[src/rtl/modulo_controle_interrupcao_pkg.sv]
// Shared types and constants for the interrupt controller that sits beside the PC.
// FSM encodings, interrupt cause codes and the reset-time quantum.
package modulo_controle_interrupcao_pkg;

  typedef enum logic [1:0] {
    ST_SO      = 2'd0,
    ST_USUARIO = 2'd1,
    ST_INT     = 2'd2
  } estado_t;

  localparam logic [1:0] CAUSA_NONE  = 2'b00;
  localparam logic [1:0] CAUSA_TIMER = 2'b01;
  localparam logic [1:0] CAUSA_HALT  = 2'b10;

  localparam int unsigned DEFAULT_QUANTUM = 1000;

endpackage

[src/rtl/modulo_controle_interrupcao_if.sv]
// Signal bundle between the decoder/PC side (master) and the interrupt controller (slave).
// Strobes are one-cycle qualifiers sampled on the rising clock edge only while
// loop_enable=1; there is no ready: the controller accepts every qualified strobe.
interface modulo_controle_interrupcao_if #(
  parameter int ADDR_WIDTH    = 13,
  parameter int QUANTUM_WIDTH = 16
);
  import modulo_controle_interrupcao_pkg::*;

  logic                     loop_enable;
  logic [ADDR_WIDTH-1:0]    instrucao;
  logic [ADDR_WIDTH-1:0]    instrucao_modificada;
  logic                     os_jump_to;
  logic                     halt_req;
  logic                     quantum_wr;
  logic [QUANTUM_WIDTH-1:0] quantum_valor;

  logic                     int_clk;
  logic                     halt;
  logic [ADDR_WIDTH-1:0]    pc_retorno_so;
  logic [ADDR_WIDTH-1:0]    pc_salvo_usuario;
  logic [1:0]               causa_interrupcao;
  logic                     modo_usuario;
  logic [QUANTUM_WIDTH-1:0] contador_quantum;
  estado_t                  estado;

  modport master (
    output loop_enable, instrucao, instrucao_modificada, os_jump_to, halt_req,
           quantum_wr, quantum_valor,
    input  int_clk, halt, pc_retorno_so, pc_salvo_usuario, causa_interrupcao,
           modo_usuario, contador_quantum, estado
  );

  modport slave (
    input  loop_enable, instrucao, instrucao_modificada, os_jump_to, halt_req,
           quantum_wr, quantum_valor,
    output int_clk, halt, pc_retorno_so, pc_salvo_usuario, causa_interrupcao,
           modo_usuario, contador_quantum, estado
  );

endinterface

[src/rtl/modulo_controle_interrupcao_contador_quantum_dec.sv]
// Loadable down-counter for the preemption quantum, with a global enable and an is-one flag.
// Load has priority over clear, which has priority over decrement.
module contador_quantum_dec #(
  parameter int QUANTUM_WIDTH = 16
) (
  input  logic                     clock,
  input  logic                     reset_n,
  input  logic                     en,
  input  logic                     load,
  input  logic [QUANTUM_WIDTH-1:0] load_val,
  input  logic                     clr,
  input  logic                     dec,
  output logic [QUANTUM_WIDTH-1:0] count,
  output logic                     is_one
);

  logic [QUANTUM_WIDTH-1:0] count_q, count_d;

  always_comb begin
    count_d = count_q;
    if (load)                                  count_d = load_val;
    else if (clr)                              count_d = '0;
    else if (dec && (count_q != '0))           count_d = count_q - 1'b1;
  end

  always_ff @(posedge clock or negedge reset_n) begin
    if (!reset_n)  count_q <= '0;
    else if (en)   count_q <= count_d;
  end

  assign count  = count_q;
  assign is_one = (count_q == QUANTUM_WIDTH'(1));

endmodule

[src/rtl/modulo_controle_interrupcao.sv]
// Interrupt side of the PC/OS handshake: tracks OS/user mode, runs the preemption quantum,
// raises int_clk/halt for one enabled cycle and records cause and user resume address.
module modulo_controle_interrupcao
  import modulo_controle_interrupcao_pkg::*;
#(
  parameter int          ADDR_WIDTH      = 13,
  parameter int          QUANTUM_WIDTH   = 16,
  parameter int unsigned DEFAULT_QUANTUM = modulo_controle_interrupcao_pkg::DEFAULT_QUANTUM
) (
  input  logic                       clock,
  input  logic                       reset_n,
  modulo_controle_interrupcao_if.slave bus
);

  estado_t                  estado_q, estado_d;
  logic                     int_clk_q, int_clk_d;
  logic                     halt_q, halt_d;
  logic [ADDR_WIDTH-1:0]    pc_retorno_q, pc_retorno_d;
  logic [ADDR_WIDTH-1:0]    pc_salvo_q, pc_salvo_d;
  logic [1:0]               causa_q, causa_d;
  logic                     modo_q, modo_d;
  logic [QUANTUM_WIDTH-1:0] quantum_q, quantum_d;

  logic                     cnt_load, cnt_clr, cnt_dec, cnt_is_one;
  logic [QUANTUM_WIDTH-1:0] cnt_load_val, cnt_value;
  logic                     timer_on;

  // A zero quantum disables preemption entirely.
  assign timer_on = (quantum_q != '0);

  always_comb begin
    estado_d     = estado_q;
    int_clk_d    = int_clk_q;
    halt_d       = halt_q;
    pc_retorno_d = pc_retorno_q;
    pc_salvo_d   = pc_salvo_q;
    causa_d      = causa_q;
    modo_d       = modo_q;
    quantum_d    = quantum_q;
    cnt_load     = 1'b0;
    cnt_load_val = quantum_q;
    cnt_clr      = 1'b0;
    cnt_dec      = 1'b0;

    case (estado_q)
      ST_SO: begin
        if (bus.quantum_wr) quantum_d = bus.quantum_valor;
        if (bus.os_jump_to) begin
          pc_retorno_d = bus.instrucao + 1'b1;
          cnt_load     = 1'b1;
          cnt_load_val = bus.quantum_wr ? bus.quantum_valor : quantum_q;
          causa_d      = CAUSA_NONE;
          modo_d       = 1'b1;
          estado_d     = ST_USUARIO;
        end
      end
      ST_USUARIO: begin
        // HALT outranks a quantum expiring in the same cycle.
        if (bus.halt_req) begin
          halt_d   = 1'b1;
          causa_d  = CAUSA_HALT;
          estado_d = ST_INT;
        end else if (timer_on && cnt_is_one) begin
          cnt_clr   = 1'b1;
          int_clk_d = 1'b1;
          causa_d   = CAUSA_TIMER;
          estado_d  = ST_INT;
        end else if (timer_on) begin
          cnt_dec = 1'b1;
        end
      end
      ST_INT: begin
        // The instruction in this cycle retires; the user resumes at its successor.
        pc_salvo_d = bus.instrucao_modificada;
        int_clk_d  = 1'b0;
        halt_d     = 1'b0;
        modo_d     = 1'b0;
        estado_d   = ST_SO;
      end
      default: estado_d = ST_SO;
    endcase
  end

  always_ff @(posedge clock or negedge reset_n) begin
    if (!reset_n) begin
      estado_q     <= ST_SO;
      int_clk_q    <= 1'b0;
      halt_q       <= 1'b0;
      pc_retorno_q <= '0;
      pc_salvo_q   <= '0;
      causa_q      <= CAUSA_NONE;
      modo_q       <= 1'b0;
      quantum_q    <= QUANTUM_WIDTH'(DEFAULT_QUANTUM);
    end else if (bus.loop_enable) begin
      estado_q     <= estado_d;
      int_clk_q    <= int_clk_d;
      halt_q       <= halt_d;
      pc_retorno_q <= pc_retorno_d;
      pc_salvo_q   <= pc_salvo_d;
      causa_q      <= causa_d;
      modo_q       <= modo_d;
      quantum_q    <= quantum_d;
    end
  end

  contador_quantum_dec #(.QUANTUM_WIDTH(QUANTUM_WIDTH)) u_contador (
    .clock    (clock),
    .reset_n  (reset_n),
    .en       (bus.loop_enable),
    .load     (cnt_load),
    .load_val (cnt_load_val),
    .clr      (cnt_clr),
    .dec      (cnt_dec),
    .count    (cnt_value),
    .is_one   (cnt_is_one)
  );

  assign bus.int_clk           = int_clk_q;
  assign bus.halt              = halt_q;
  assign bus.pc_retorno_so     = pc_retorno_q;
  assign bus.pc_salvo_usuario  = pc_salvo_q;
  assign bus.causa_interrupcao = causa_q;
  assign bus.modo_usuario      = modo_q;
  assign bus.contador_quantum  = cnt_value;
  assign bus.estado            = estado_q;

endmodule

[src/flat_wrapper.sv]
// flat-port wrapper written by rule: the top's interface ports become plain ports
module modulo_controle_interrupcao_flat import modulo_controle_interrupcao_pkg::*;
#(
  parameter int          ADDR_WIDTH      = 13,
  parameter int          QUANTUM_WIDTH   = 16,
  parameter int unsigned DEFAULT_QUANTUM = modulo_controle_interrupcao_pkg::DEFAULT_QUANTUM
)
  (clock, reset_n, bus_loop_enable, bus_instrucao, bus_instrucao_modificada, bus_os_jump_to, bus_halt_req, bus_quantum_wr, bus_quantum_valor, bus_int_clk, bus_halt, bus_pc_retorno_so, bus_pc_salvo_usuario, bus_causa_interrupcao, bus_modo_usuario, bus_contador_quantum, bus_estado);
  modulo_controle_interrupcao_if #(.ADDR_WIDTH(ADDR_WIDTH), .QUANTUM_WIDTH(QUANTUM_WIDTH)) bus_i ();
  input  logic clock;
  input  logic reset_n;
  input wire logic [$bits(bus_i.loop_enable)-1:0] bus_loop_enable;
  input wire logic [$bits(bus_i.instrucao)-1:0] bus_instrucao;
  input wire logic [$bits(bus_i.instrucao_modificada)-1:0] bus_instrucao_modificada;
  input wire logic [$bits(bus_i.os_jump_to)-1:0] bus_os_jump_to;
  input wire logic [$bits(bus_i.halt_req)-1:0] bus_halt_req;
  input wire logic [$bits(bus_i.quantum_wr)-1:0] bus_quantum_wr;
  input wire logic [$bits(bus_i.quantum_valor)-1:0] bus_quantum_valor;
  output wire logic [$bits(bus_i.int_clk)-1:0] bus_int_clk;
  output wire logic [$bits(bus_i.halt)-1:0] bus_halt;
  output wire logic [$bits(bus_i.pc_retorno_so)-1:0] bus_pc_retorno_so;
  output wire logic [$bits(bus_i.pc_salvo_usuario)-1:0] bus_pc_salvo_usuario;
  output wire logic [$bits(bus_i.causa_interrupcao)-1:0] bus_causa_interrupcao;
  output wire logic [$bits(bus_i.modo_usuario)-1:0] bus_modo_usuario;
  output wire logic [$bits(bus_i.contador_quantum)-1:0] bus_contador_quantum;
  output wire logic [$bits(bus_i.estado)-1:0] bus_estado;
  assign bus_i.loop_enable = bus_loop_enable;
  assign bus_i.instrucao = bus_instrucao;
  assign bus_i.instrucao_modificada = bus_instrucao_modificada;
  assign bus_i.os_jump_to = bus_os_jump_to;
  assign bus_i.halt_req = bus_halt_req;
  assign bus_i.quantum_wr = bus_quantum_wr;
  assign bus_i.quantum_valor = bus_quantum_valor;
  assign bus_int_clk = bus_i.int_clk;
  assign bus_halt = bus_i.halt;
  assign bus_pc_retorno_so = bus_i.pc_retorno_so;
  assign bus_pc_salvo_usuario = bus_i.pc_salvo_usuario;
  assign bus_causa_interrupcao = bus_i.causa_interrupcao;
  assign bus_modo_usuario = bus_i.modo_usuario;
  assign bus_contador_quantum = bus_i.contador_quantum;
  assign bus_estado = bus_i.estado;
  modulo_controle_interrupcao #(.ADDR_WIDTH(ADDR_WIDTH), .QUANTUM_WIDTH(QUANTUM_WIDTH), .DEFAULT_QUANTUM(DEFAULT_QUANTUM)) u_core (.clock(clock), .reset_n(reset_n), .bus(bus_i));
endmodule
[config.mk]
export PLATFORM = sky130hd
export DESIGN_NAME = modulo_controle_interrupcao_flat
export DESIGN_NICKNAME = d
export VERILOG_FILES = /design/src/rtl/modulo_controle_interrupcao_pkg.sv /design/src/rtl/modulo_controle_interrupcao_if.sv /design/src/rtl/modulo_controle_interrupcao_contador_quantum_dec.sv /design/src/rtl/modulo_controle_interrupcao.sv /design/src/flat_wrapper.sv
export SDC_FILE = /design/constraint.sdc
export NUM_CORES = 1
export LEC_CHECK = 0
export ABC_AREA = 1
export CAP_MARGIN = 25
export CORE_ASPECT_RATIO = 1.2
export CORE_UTILIZATION = 30
export CTS_CLUSTER_DIAMETER = 60
export DETAILED_ROUTE_END_ITERATION = 10
export PLACE_DENSITY_LB_ADDON = 0.2
export SYNTH_ARGS = -nofsm -noshare
export SYNTH_HDL_FRONTEND = slang
export SYNTH_SLANG_ARGS = --single-unit
[constraint.sdc]
create_clock -name clock -period 2.1 [get_ports clock]
set_clock_uncertainty 0.1 [all_clocks]
set_input_delay 0.42 -clock clock [delete_from_list [all_inputs] [get_ports clock]]
set_output_delay 0.42 -clock clock [all_outputs]
set_load 0.1 [all_outputs]
After elaboration in Yosys (flattened, before gate mapping) --
Cells that the tools add are included.
Storage, ports and cells: register bits 65, logic and storage cells 67
Operators by class: add/subtract/negate cells 2, equal/unequal tests 8, muxes and demuxes 30, reductions and logical operators 18
Operator list (number):
- $mux 16 | 6
- $reduce_bool 16->1 | 2
- $eq 16x1->1 const B | 1
- $sub 16x1->16 const B | 1
- $add 13x1->13 const B | 1
- $mux 1 | 13
- $mux 2 | 6
- $reduce_and 3->1 | 4
- $pmux 2 s2 | 2
- $reduce_and 4->1 | 2
- $ne 2x2->1 const B | 3
- $pmux 1 s2 | 3
- $reduce_and 2->1 | 3
- $reduce_bool 2->1 | 3
- $ne 3x2->1 const B | 1
- $reduce_bool 3->1 | 1
- $eq 2x1->1 const B | 1
- $eq 2x2->1 const B | 1
- $logic_and 1x1->1 | 2
- $logic_not 2->1 | 1
- $ne 2x1->1 const B | 1

Depth between registers and ports, before layout --
Gate-level depths: netlist (run 1).
word-level depth 9, gate-level depth with buffers 13, mapped depth without buffers 12

Hierarchy --
From an unflattened synthesis (run 1), not the netlist that was laid out.
Unflattened totals: cells, all modules 555, area, all modules 3885.0 sq um
By module, submodules not included:
- modulo_controle_interrupcao | instances 1, cells each 353, area each 2582.5 sq um, sequential area each 1233.7 sq um
- contador_quantum_dec | instances 1, cells each 202, area each 1302.5 sq um, sequential area each 400.4 sq um

Worst setup path after synthesis (run 1) --
No wires, ideal clock.
path type reg-to-reg, from register u_core.estado_q[0] (netlist: u_core.bus.estado[0]), to register u_core.pc_salvo_q[10] (netlist: u_core.bus.pc_salvo_usuario[10]), arrival 2.212 ns, required time 1.874 ns, path slack -0.338 ns, cell stages (with the launch flop) 6, path buffers 1, clock period less this slack 2.438 ns, cell sequence dfrtp_1 -> inv_1 -> ha_1 -> nand2_1 -> buf_1 -> mux2_2
Between the ends: word-level cells in the longest chain between the ends 2
RTL lines:
- start, declared | RTL line modulo_controle_interrupcao.sv:15 | estado_t estado_q, estado_d;
- start signal, assigned | RTL line modulo_controle_interrupcao.sv:95 | estado_q <= estado_d;
- $eq 2x2->1 | RTL line modulo_controle_interrupcao.sv:45 | case (estado_q)
- $reduce_and 2->1 (no line)
- end signal, assigned | RTL line modulo_controle_interrupcao.sv:99 | pc_salvo_q <= pc_salvo_d;
- end, declared | RTL line modulo_controle_interrupcao.sv:19 | logic [ADDR_WIDTH-1:0] pc_salvo_q, pc_salvo_d;
Every way passes these cells. A chain may end at the register's enable or synchronous reset.

Final worst setup path (run 1) --
from register u_core.estado_q[1] (netlist: u_core.bus.estado[1]), to register u_core.u_contador.count_q[4] (netlist: u_core.u_contador.count[4])
Between the ends: word-level cells in the longest chain between the ends 5, elaborated cells on any way between the ends 11
RTL lines:
- $eq 2x1->1 | RTL line modulo_controle_interrupcao.sv:45
- $mux 1 | RTL line modulo_controle_interrupcao.sv:45
- $logic_and 1x1->1 | RTL line modulo_controle_interrupcao_contador_quantum_dec.sv:23 | else if (dec && (count_q != '0)) count_d = count_q - 1'b1;
- $reduce_bool 3->1 (no line)
- $reduce_and 2->1 (no line)
- end signal, assigned | RTL line modulo_controle_interrupcao_contador_quantum_dec.sv:28 | else if (en) count_q <= count_d;
- end, declared | RTL line modulo_controle_interrupcao_contador_quantum_dec.sv:17 | logic [QUANTUM_WIDTH-1:0] count_q, count_d;
Several ways; a longest one is shown, not always the timed one.

==> results of run 1 <==
sequential cells by signal (all words and copies together), names as in the netlist:
signal and count:
u_core.bus.causa_interrupcao 2, u_core.bus.estado 2, u_core.bus.halt 1, u_core.bus.int_clk 1, u_core.bus.modo_usuario 1, u_core.bus.pc_retorno_so 13, u_core.bus.pc_salvo_usuario 13, u_core.quantum_q 16
u_core.u_contador.count 16
synthesized netlist by cell type, types with 4 or more instances:
cell type	instances	share of area, %
nor2_1	38	3.9
clkbuf_1	8	0.82
dfrtp_1	59	40
mux2_2	13	4.0
inv_1	45	4.6
nand2_1	184	19
nand3_1	22	3.0
o21ai_0	55	7.5
ha_1	7	2.4
nor2_2	4	0.68
xor2_1	12	2.9
dfstp_2	6	4.3
final timing paths:
| path | startpoint | end | slack [ps] | depth (start not counted) |
|---|---|---|---|---|
| min in group asynchronous | reset_n | u_core.quantum_q[11]$_DFFE_PN0P_ | 510 | 3 |
| hold / removal | u_core.bus.pc_retorno_so[9]$_DFFE_PN0P_ | u_core.bus.pc_retorno_so[9]$_DFFE_PN0P_ | 380 | 2 |
| max in group asynchronous | reset_n | u_core.u_contador.count[2]$_DFFE_PN0P_ | 1060 | 3 |
| setup / recovery | u_core.bus.estado[1]$_DFFE_PN0P_ | u_core.u_contador.count[4]$_DFFE_PN0P_ | 170 | 10 |
| setup reg to reg | u_core.bus.estado[1]$_DFFE_PN0P_ | u_core.u_contador.count[4]$_DFFE_PN0P_ | 170 | 10 |
| hold reg to reg | u_core.bus.pc_retorno_so[9]$_DFFE_PN0P_ | u_core.bus.pc_retorno_so[9]$_DFFE_PN0P_ | 380 | 2 |
layout make-up:
type                            count  area [sq um]  share of cell area (%)
Multi-Input combinational cell    360          1790                    33.7
Sequential cell                    65          1660                    31.2
Timing Repair Buffer              118          1210                    22.8
Clock buffer                       10           229                    4.30
Tap cell                          157           196                    3.69
Inverter                           46           173                    3.24
Clock inverter                      6          58.8                    1.10
per-stage QoR:
stage               setup TNS (ps)  instances  utilization (%)  setup slack, ps
finish                           0        762             45.4              170
global route                     0        762             45.4            0.789
CTS                              0        762             45.4              144
detailed placement           -75.9        745             42.9            -72.5
global placement             -27.5        745             42.9            -27.5
floorplan                        0        484                -             17.5
cell families (layout without fill, tap and decap cells):
group	Yosys count	in the layout	share of synthesized area, %
AND/OR/NAND/NOR	259	259	29.4
multiplexers	13	13	4.00
flip-flops	65	65	44.6
buffers and inverters	59	180	6.42
XOR/XNOR	15	15	3.59
AO/OA/AOI/OAI	66	66	9.63
adder cells (fa/ha/maj)	7	7	2.39
critical path, delay by kind of cell, from the launching register on:
| family | cells | cell delay [ps] |
|---|---|---|
| adder cells (fa/ha/maj) | 1 | 250 |
| AND/OR/NAND/NOR | 7 | 850 |
| buffers and inverters | 2 | 230 |
| flip-flops | 1 | 430 |
metal layers:
metal | GRT usage (%) | part of all wire [%]
met3 | 4.80 | 6.1
met4 | 7.31 | 2.3
met2 | 28.6 | 51
met5 | 0 | 0
met1 | 18.2 | 41
what timing repair did:
item,4_1_cts,5_1_grt
hold endpoints to repair,34,0
endpoints found under the setup margin,0,0
hold buffers,1,0
==> Implementation_results.wiki, run 1 <==
{| class="wikitable"
! Metric !! Value
|-
| Delay of the slowest critical-path stage || about 430 ps
|-
| Worst Path Arrival || 2100 ps
|-
| Cts bufs inserted || 9
|-
| Global-route wire length before repair || between 15 and 20 mm
|-
| Remaining global-route overflow || 0
|-
| Number of rows created at floorplan || 43
|-
| Max-cap violations || 0
|-
| Setup repair after global routing missed its margin || false
|-
| FMAX || slightly above 500 MHz
|-
| Cell repeated most along the worst path || nand2_1
|-
| Critical-path cell list || inv_1 > ha_1 > nand2_1 > inv_1 > nand2_1 > nor2_2 > nor2_4 > nor2_8 > nand2_1 > nand2_1
|-
| Worst endpoint required time || 2270 ps
|-
| Final antenna-violating net count || 0
|-
| Clk Tree Root Cell || clkbuf_16
|-
| Routed wire length per instance || ~12 um
|-
| Buffers inserted by post-CTS timing repair || 0
|-
| Largest net degree at the start of global routing || 41
|-
| Syn avg cell area || approximately 7.6 sq um
|-
| Filler cells || approximately 1200
|-
| Placement Cell Area || slightly above 5000 sq um
|-
| I/O pin count || slightly below 100
|-
| Core area || 11700 sq um
|-
| Unique masters post-synth || 33
|-
| Die Footprint || about 13000 sq um
|-
| Overall global routing resource usage || between 10% and 20%
|-
| Final setup violating endpoints || 0
|-
| Ys Warns || 0
|-
| Fraction of layout instances using a drive strength above 1 || 22.3%
|-
| Fraction of the cycle the final worst path needs || between 90% and 100%
|-
| Worst relative slew slack || 75.3%
|-
| Syn_nets || 539
|-
| EDFF count, synth || 0
|-
| Outcome || completed
|-
| Clock-pin slew of the registers on the worst-case setup and hold paths || 50 ps
|-
| Clk Latency, worst-skew pair || approximately 330 ps
|-
| Num Clock Sinks || 65
|-
| Min cycle time layout || ~1900 ps
|-
| H-Tree Depth || 3
|-
| Initial antenna violation count || 0
|-
| Diodes inserted || 0
|-
| Horizontal die dimension || 103 um
|-
| Master of the slowest instance on the critical path || dfrtp_2
|-
| Post-layout instance area || about 5300 sq um
|-
| Number of standard cells after synthesis || between 400 and 500
|-
| Synth Flop Type || dfrtp_1
|-
| Routed vias || between 3000 and 4000
|-
| Initial standard-cell utilization of the core || a little under a third
|-
| Total number of nets in the final design || 655
|-
| Vias in the first global route || 3450
|-
| Sum of net half-perimeters after detailed placement || 7.24 mm
|-
| Total count of max-transition violations in the final report || 0
|-
| Y dimension of the die || about 120 um
|-
| Most common library cell in the layout ignoring fill and taps || nand2_1
|-
| Class of the most critical setup path || reg -> reg
|-
| Seq/Total Area, Yosys || between 40% and 50%
|-
| Post-Synthesis Cell Area || about 3700 sq um
|-
| Violation count after the first detailed-route iteration || 85
|-
| Routability congestion estimate || about 0.8
|-
| DR vias/cell || 4.51
|-
| Share of flip-flops with an asynchronous set or reset || 100%
|-
| Highest-count cells in the layout ignoring fill and taps || 184 x nand2_1, 55 x o21ai_0, 53 x buf_4
|-
| Critical Path Source Type || flop
|-
| CTS tree || built
|-
| Hold Worst Slack || 383 ps
|-
| Type of the most critical hold path || reg -> reg
|-
| Post-detailed-route DRC marker count || 0
|-
| FF+latch count, synth || 65
|-
| Port Buffers || 96
|-
| Synthesis-to-layout area growth || 45.3%
|-
| Slew at the pin with the worst max-slew slack || approximately 370 ps
|-
| Kind of end point of the critical path || flop
|-
| Pre-antenna DRT Iters || 4
|-
| Total wirelength of the detailed-routed design || about 9.4 mm
|-
| Cts repair resizes || 0
|-
| Final Hold Fails || 0
|-
| Number of buffers on the longest clock path || 2
|-
| Largest fanout on the critical path || 16
|}
Power of run 1 is not shown: default switching activity piles up to over one toggle a cycle in this logic, so the estimate is an artifact.
==> inputs of run 2 (changes only) <==
--- a/config.mk
+++ b/config.mk
@@ -11,6 +11,7 @@
 export CORE_UTILIZATION = 30
 export CTS_CLUSTER_DIAMETER = 60
 export DETAILED_ROUTE_END_ITERATION = 10
+export GPL_TIMING_DRIVEN = 0
 export PLACE_DENSITY_LB_ADDON = 0.2
 export SYNTH_ARGS = -nofsm -noshare
 export SYNTH_HDL_FRONTEND = slang
==> Implementation_results.wiki, run 2 (synthesis gave the netlist of run 1 again) <==
{| class="wikitable"
! Metric !! Value
|-
| Slew at the pin with the worst max-slew slack || between 900 and 1000 ps
|-
| Core area || 11700 sq um
|-
| Critical Path Source Type || flop
|-
| Global-route wire length before repair || 15.7 mm
|-
| Routed vias || approximately 3400
|-
| Synthesis-to-layout area growth || 40.7%
|-
| Port Buffers || 96
|-
| Final antenna-violating net count || 0
|-
| Total stage count of the critical path || 1
|-
| Total number of nets in the final design || about 650
|-
| Horizontal die dimension || ~100 um
|-
| Filler cells || between 1000 and 1500
|-
| Area of the multi-input gates || roughly 1800 sq um
|-
| Min cycle time layout || ~2100 ps
|-
| Sum of net half-perimeters after detailed placement || approximately 7.3 mm
|-
| Diodes inserted || 0
|-
| Most common library cell in the layout ignoring fill and taps || nand2_1
|-
| Vias in the first global route || 3397
|-
| Overall global routing resource usage || 16.4%
|-
| Sum Neg Setup Slack || 0 ps
|-
| Clk Tree Root Cell || clkbuf_16
|-
| DR vias/cell || roughly 4.6
|-
| I/O pin count || slightly below 100
|-
| Setup repair after global routing missed its margin || false
|-
| Num Clock Sinks || 65
|-
| Placed Instances || between 700 and 800
|-
| Class of the most critical setup path || reg -> out
|-
| Worst endpoint required time || ~1600 ps
|-
| Master of the slowest instance on the critical path || dlygate4sd2_1
|-
| Highest-count cells in the layout ignoring fill and taps || 183 x nand2_1, 55 x o21ai_0, 46 x clkdlybuf4s50_1
|-
| Depth of the worst register-to-register path || 13
|-
| Routability congestion estimate || between 0.7 and 0.8
|-
| FMAX || roughly 480 MHz
|-
| Total wirelength of the detailed-routed design || approximately 9.7 mm
|-
| Cts bufs inserted || 9
|-
| Remaining global-route overflow || 0
|-
| Number of buffers inserted for hold repair after clock tree synthesis || 0
|-
| Largest fanout on the critical path || 2
|-
| Number of buffers on the longest clock path || 2
|-
| Type of the most critical hold path || in -> async
|-
| Die Footprint || 12700 sq um
|-
| Initial antenna violation count || 0
|-
| Clk Latency, worst-skew pair || 330 ps
|-
| Outcome || completed
|-
| Final setup violating endpoints || 0
|-
| Fraction of the cycle the final worst path needs || between 90% and 100%
|-
| Total count of max-transition violations in the final report || 0
|-
| Initial standard-cell utilization of the core || between 30% and 40%
|-
| Area used by sequential logic in the layout || ~1700 sq um
|-
| Final Instance Count excl. Fillers || 753
|-
| Final Hold Fails || 0
|-
| Largest net degree at the start of global routing || 66
|-
| Kind of end point of the critical path || output pin
|-
| Routed wire length per instance || 12.8 um
|-
| Number of buffer and inverter instances along the worst setup path || 1
|-
| Pre-antenna DRT Iters || 4
|-
| H-Tree Depth || 3
|-
| Max-cap violations || 0
|-
| Fraction of layout instances using a drive strength above 1 || 15.8%
|-
| Worst path top cell family by delay || buffers and inverters
|-
| Number of rows created at floorplan || 43
|-
| Delay of the slowest critical-path stage || around 860 ps
|-
| Violation count after the first detailed-route iteration || just over 100
|-
| Worst Path Arrival || about 1600 ps
|-
| Y dimension of the die || roughly 120 um
|-
| Post-detailed-route DRC marker count || 0
|-
| Hold Worst Slack || 94.8 ps
|-
| Worst relative slew slack || 34.5%
|-
| Clock-pin slew of the registers on the worst-case setup and hold paths || 50 ps
|-
| Critical-path cell list || dlygate4sd2_1
|-
| CTS tree || built
|}
[run 2: layer usage]
metal	track usage, %	up-vias	wire length (um)
met5	0	-	0
met3	4.41	14	559
met4	6.69	0	150
li1	-	1736	-
met1	18.4	1606	4120
met2	29.1	75	4840
[run 2: final cells by class]
class                      count  area share [%]
multi-input combinational    360            35.1
sequential                    65            32.2
timing repair buffer          97            17.9
clock buffer                  11            4.90
tap                          157            3.81
inverter                      46            3.35
clock inverter                 5            1.50
buffer                        12            1.21
[run 2: path summary, 6_finish.rpt]
path                       slack (ps)                                    start                                 endpoint
max reg2reg                       170   u_core.u_contador.count[1]$_DFFE_PN0P_   u_core.u_contador.count[6]$_DFFE_PN0P_
min                                90                                  reset_n         u_core.quantum_q[14]$_DFFE_PN0P_
max                                30  u_core.bus.pc_retorno_so[3]$_DFFE_PN0P_                     bus_pc_retorno_so[3]
min in group clock                370  u_core.bus.pc_retorno_so[9]$_DFFE_PN0P_  u_core.bus.pc_retorno_so[9]$_DFFE_PN0P_
min reg2reg                       370  u_core.bus.pc_retorno_so[9]$_DFFE_PN0P_  u_core.bus.pc_retorno_so[9]$_DFFE_PN0P_
max in group asynchronous        1200                                  reset_n         u_core.bus.estado[0]$_DFFE_PN0P_
[run 2: metrics by stage]
stage / cell area, sq um / setup slack [ps] / utilization, %
after floorplan: 3690 / 17.5 / -
after global placement: 4850 / -2180 / 41.3
after detailed placement: 4840 / -375 / 41.3
after CTS: 5160 / 0.911 / 44.0
after global routing: 5150 / 0.923 / 44.0
final: 5150 / 27.3 / 44.0
[run 2: repair_timing]
item                       in CTS  in global routing
resized for setup              80                 24
gates cloned                    0                  0
buffers inserted                1                  0
pin swaps                       1                  0
setup endpoints to repair      63                 52
Power of run 2 is left out for the same reason.
==> inputs of run 3 (changes only) <==
--- a/config.mk
+++ b/config.mk
@@ -13,6 +13,8 @@
 export DETAILED_ROUTE_END_ITERATION = 10
 export GPL_TIMING_DRIVEN = 0
 export PLACE_DENSITY_LB_ADDON = 0.2
+export RECOVER_POWER = 100
+export SLEW_MARGIN = 20
 export SYNTH_ARGS = -nofsm -noshare
 export SYNTH_HDL_FRONTEND = slang
 export SYNTH_SLANG_ARGS = --single-unit
==> Implementation_results.wiki, run 3 (synthesis gave the netlist of run 1 again) <==
{| class="wikitable"
! Metric !! Value
|-
| Total stage count of the critical path || 1
|-
| Initial antenna violation count || 0
|-
| Reg2Reg Launch Point || u_core.bus.estado[1]$_DFFE_PN0P_
|-
| Diodes inserted || 0
|-
| Sum of net half-perimeters after detailed placement || between 7 and 8 mm
|-
| Total number of nets in the final design || between 600 and 700
|-
| Critical Path Source Type || flop
|-
| Crit Reg-Reg Endpoint || u_core.u_contador.count[6]$_DFFE_PN0P_
|-
| Vias in the first global route || between 3000 and 4000
|-
| Cts bufs inserted || 9
|-
| Pre-CTS setup slack || -361 ps
|-
| Routability congestion estimate || 0.787
|-
| Total count of max-transition violations in the final report || 0
|-
| Die Footprint || ~13000 sq um
|-
| Outcome || completed
|-
| Worst endpoint required time || around 1600 ps
|-
| Kind of end point of the critical path || output pin
|-
| Horizontal die dimension || between 100 and 150 um
|-
| Slew at the pin with the worst max-slew slack || around 1200 ps
|-
| Total wirelength of the detailed-routed design || slightly below 10 mm
|-
| Master of the slowest instance on the critical path || dlygate4sd2_1
|-
| Remaining global-route overflow || 0
|-
| Largest fanout on the critical path || 2
|-
| I/O pin count || just under 100
|-
| Fraction of the cycle the final worst path needs || 98.6%
|-
| End point of the critical path || bus_pc_retorno_so[4]
|-
| Clk Tree Root Cell || clkbuf_16
|-
| Max-cap violations || 0
|-
| Initial standard-cell utilization of the core || between 30 and 40%
|-
| Worst path top cell family by delay || buffers and inverters
|-
| Hold Startpoint || u_core.bus.pc_retorno_so[1]$_DFFE_PN0P_
|-
| PnR worst setup slack || 28.4 ps
|-
| Critical-path cell list || dlygate4sd2_1
|-
| Fraction of layout instances using a drive strength above 1 || about 15%
|-
| Final antenna-violating net count || 0
|-
| Violation count after the first detailed-route iteration || approximately 110
|-
| Depth of the worst register-to-register path || 11
|-
| Setup repair after global routing missed its margin || true
|-
| Post-detailed-route DRC marker count || 0
|-
| Highest-count cells in the layout ignoring fill and taps || 183 x nand2_1, 55 x o21ai_0, 46 x clkdlybuf4s50_1
|-
| Most common library cell in the layout ignoring fill and taps || nand2_1
|-
| Overall global routing resource usage || around 16%
|-
| H-Tree Depth || 3
|-
| DR vias/cell || 4.58
|-
| Worst-case register-to-register setup slack || 130 ps
|-
| Final setup violating endpoints || 0
|-
| Type of the most critical hold path || reg -> reg
|-
| Worst relative slew slack || a little under a quarter
|-
| Largest net degree at the start of global routing || 48
|-
| Routed vias || about 3500
|-
| Number of buffer and inverter instances along the worst setup path || 1
|-
| Core area || 11700 sq um
|-
| CTS tree || built
|-
| Y dimension of the die || roughly 120 um
|-
| Routed wire length per instance || 12.9 um
|-
| Pre-antenna DRT Iters || 4
|-
| Min cycle time layout || just over 2000 ps
|-
| Global-route wire length before repair || ~16 mm
|-
| FMAX || 483 MHz
|-
| Class of the most critical setup path || reg -> out
|-
| Clk Latency, worst-skew pair || between 300 and 400 ps
|-
| Sum Neg Setup Slack || 0 ps
|-
| Filler cells || around 1200
|-
| Post-layout instance area || slightly above 5000 sq um
|-
| Number of buffers on the longest clock path || 2
|-
| Critical path startpoint || u_core.bus.pc_retorno_so[4]$_DFFE_PN0P_
|-
| Placement Cell Area || between 4000 and 5000 sq um
|-
| Num Clock Sinks || 65
|-
| Port Buffers || 96
|-
| Delay of the slowest critical-path stage || about 860 ps
|-
| Synthesis-to-layout area growth || 40.3%
|-
| Clock-pin slew of the registers on the worst-case setup and hold paths || about 50 ps
|-
| Worst Path Arrival || 1550 ps
|-
| Number of rows created at floorplan || between 40 and 50
|-
| Final Hold Fails || 0
|}
## run 3: worst min-delay path by stage
| stage | end | slack (ps) | depth (start not counted) |
|---|---|---|---|
| finish | u_core.bus.pc_retorno_so[1]$_DFFE_PN0P_ | 380 | 2 |
| global route | u_core.bus.pc_salvo_usuario[0]$_DFFE_PN0P_ | 410 | 1 |
| CTS | u_core.bus.pc_retorno_so[9]$_DFFE_PN0P_ | 380 | 2 |
| detailed placement | u_core.quantum_q[13]$_DFFE_PN0P_ | 220 | 1 |
| global placement | u_core.bus.pc_retorno_so[12]$_DFFE_PN0P_ | 360 | 2 |
| floorplan | u_core.bus.causa_interrupcao[0]$_DFFE_PN0P_ | 20 | 0 |
## run 3: metal layers
metal  up-vias  GRT usage [%]  wire length, um
met5         -              0                0
met4         0           5.55              142
met3        15           4.24              569
met2        85           29.7             4960
met1      1620           18.6             4090
li1       1736              -                -
## run 3: repair_timing
| action | CTS | global route |
|---|---|---|
| endpoints found under the setup margin | 63 | 54 |
| resized for setup | 77 | 25 |
| hold endpoints to repair | 16 | 0 |
| hold buffers | 1 | 0 |
| pin swaps | 1 | 0 |
| setup buffers | 1 | 0 |
## run 3: cell type report
type,count,area (sq um),area share [%]
buffer,12,62.6,1.22
clock buffer,14,274,5.33
clock inverter,2,35.0,0.681
inverter,46,173,3.36
multi-input combinational,360,1810,35.2
sequential,65,1650,32.2
tap,157,196,3.82
timing repair buffer,99,937,18.2
## run 3: per-stage QoR
stage               cells  utilization (%)  hold WS (ps)
CTS                   756             44.1           382
floorplan             484                -          24.4
detailed placement    738             41.5           224
global placement      737             41.3           364
global route          755             43.8           414
finish                755             43.8           383
Power of run 3 is left out for the same reason.
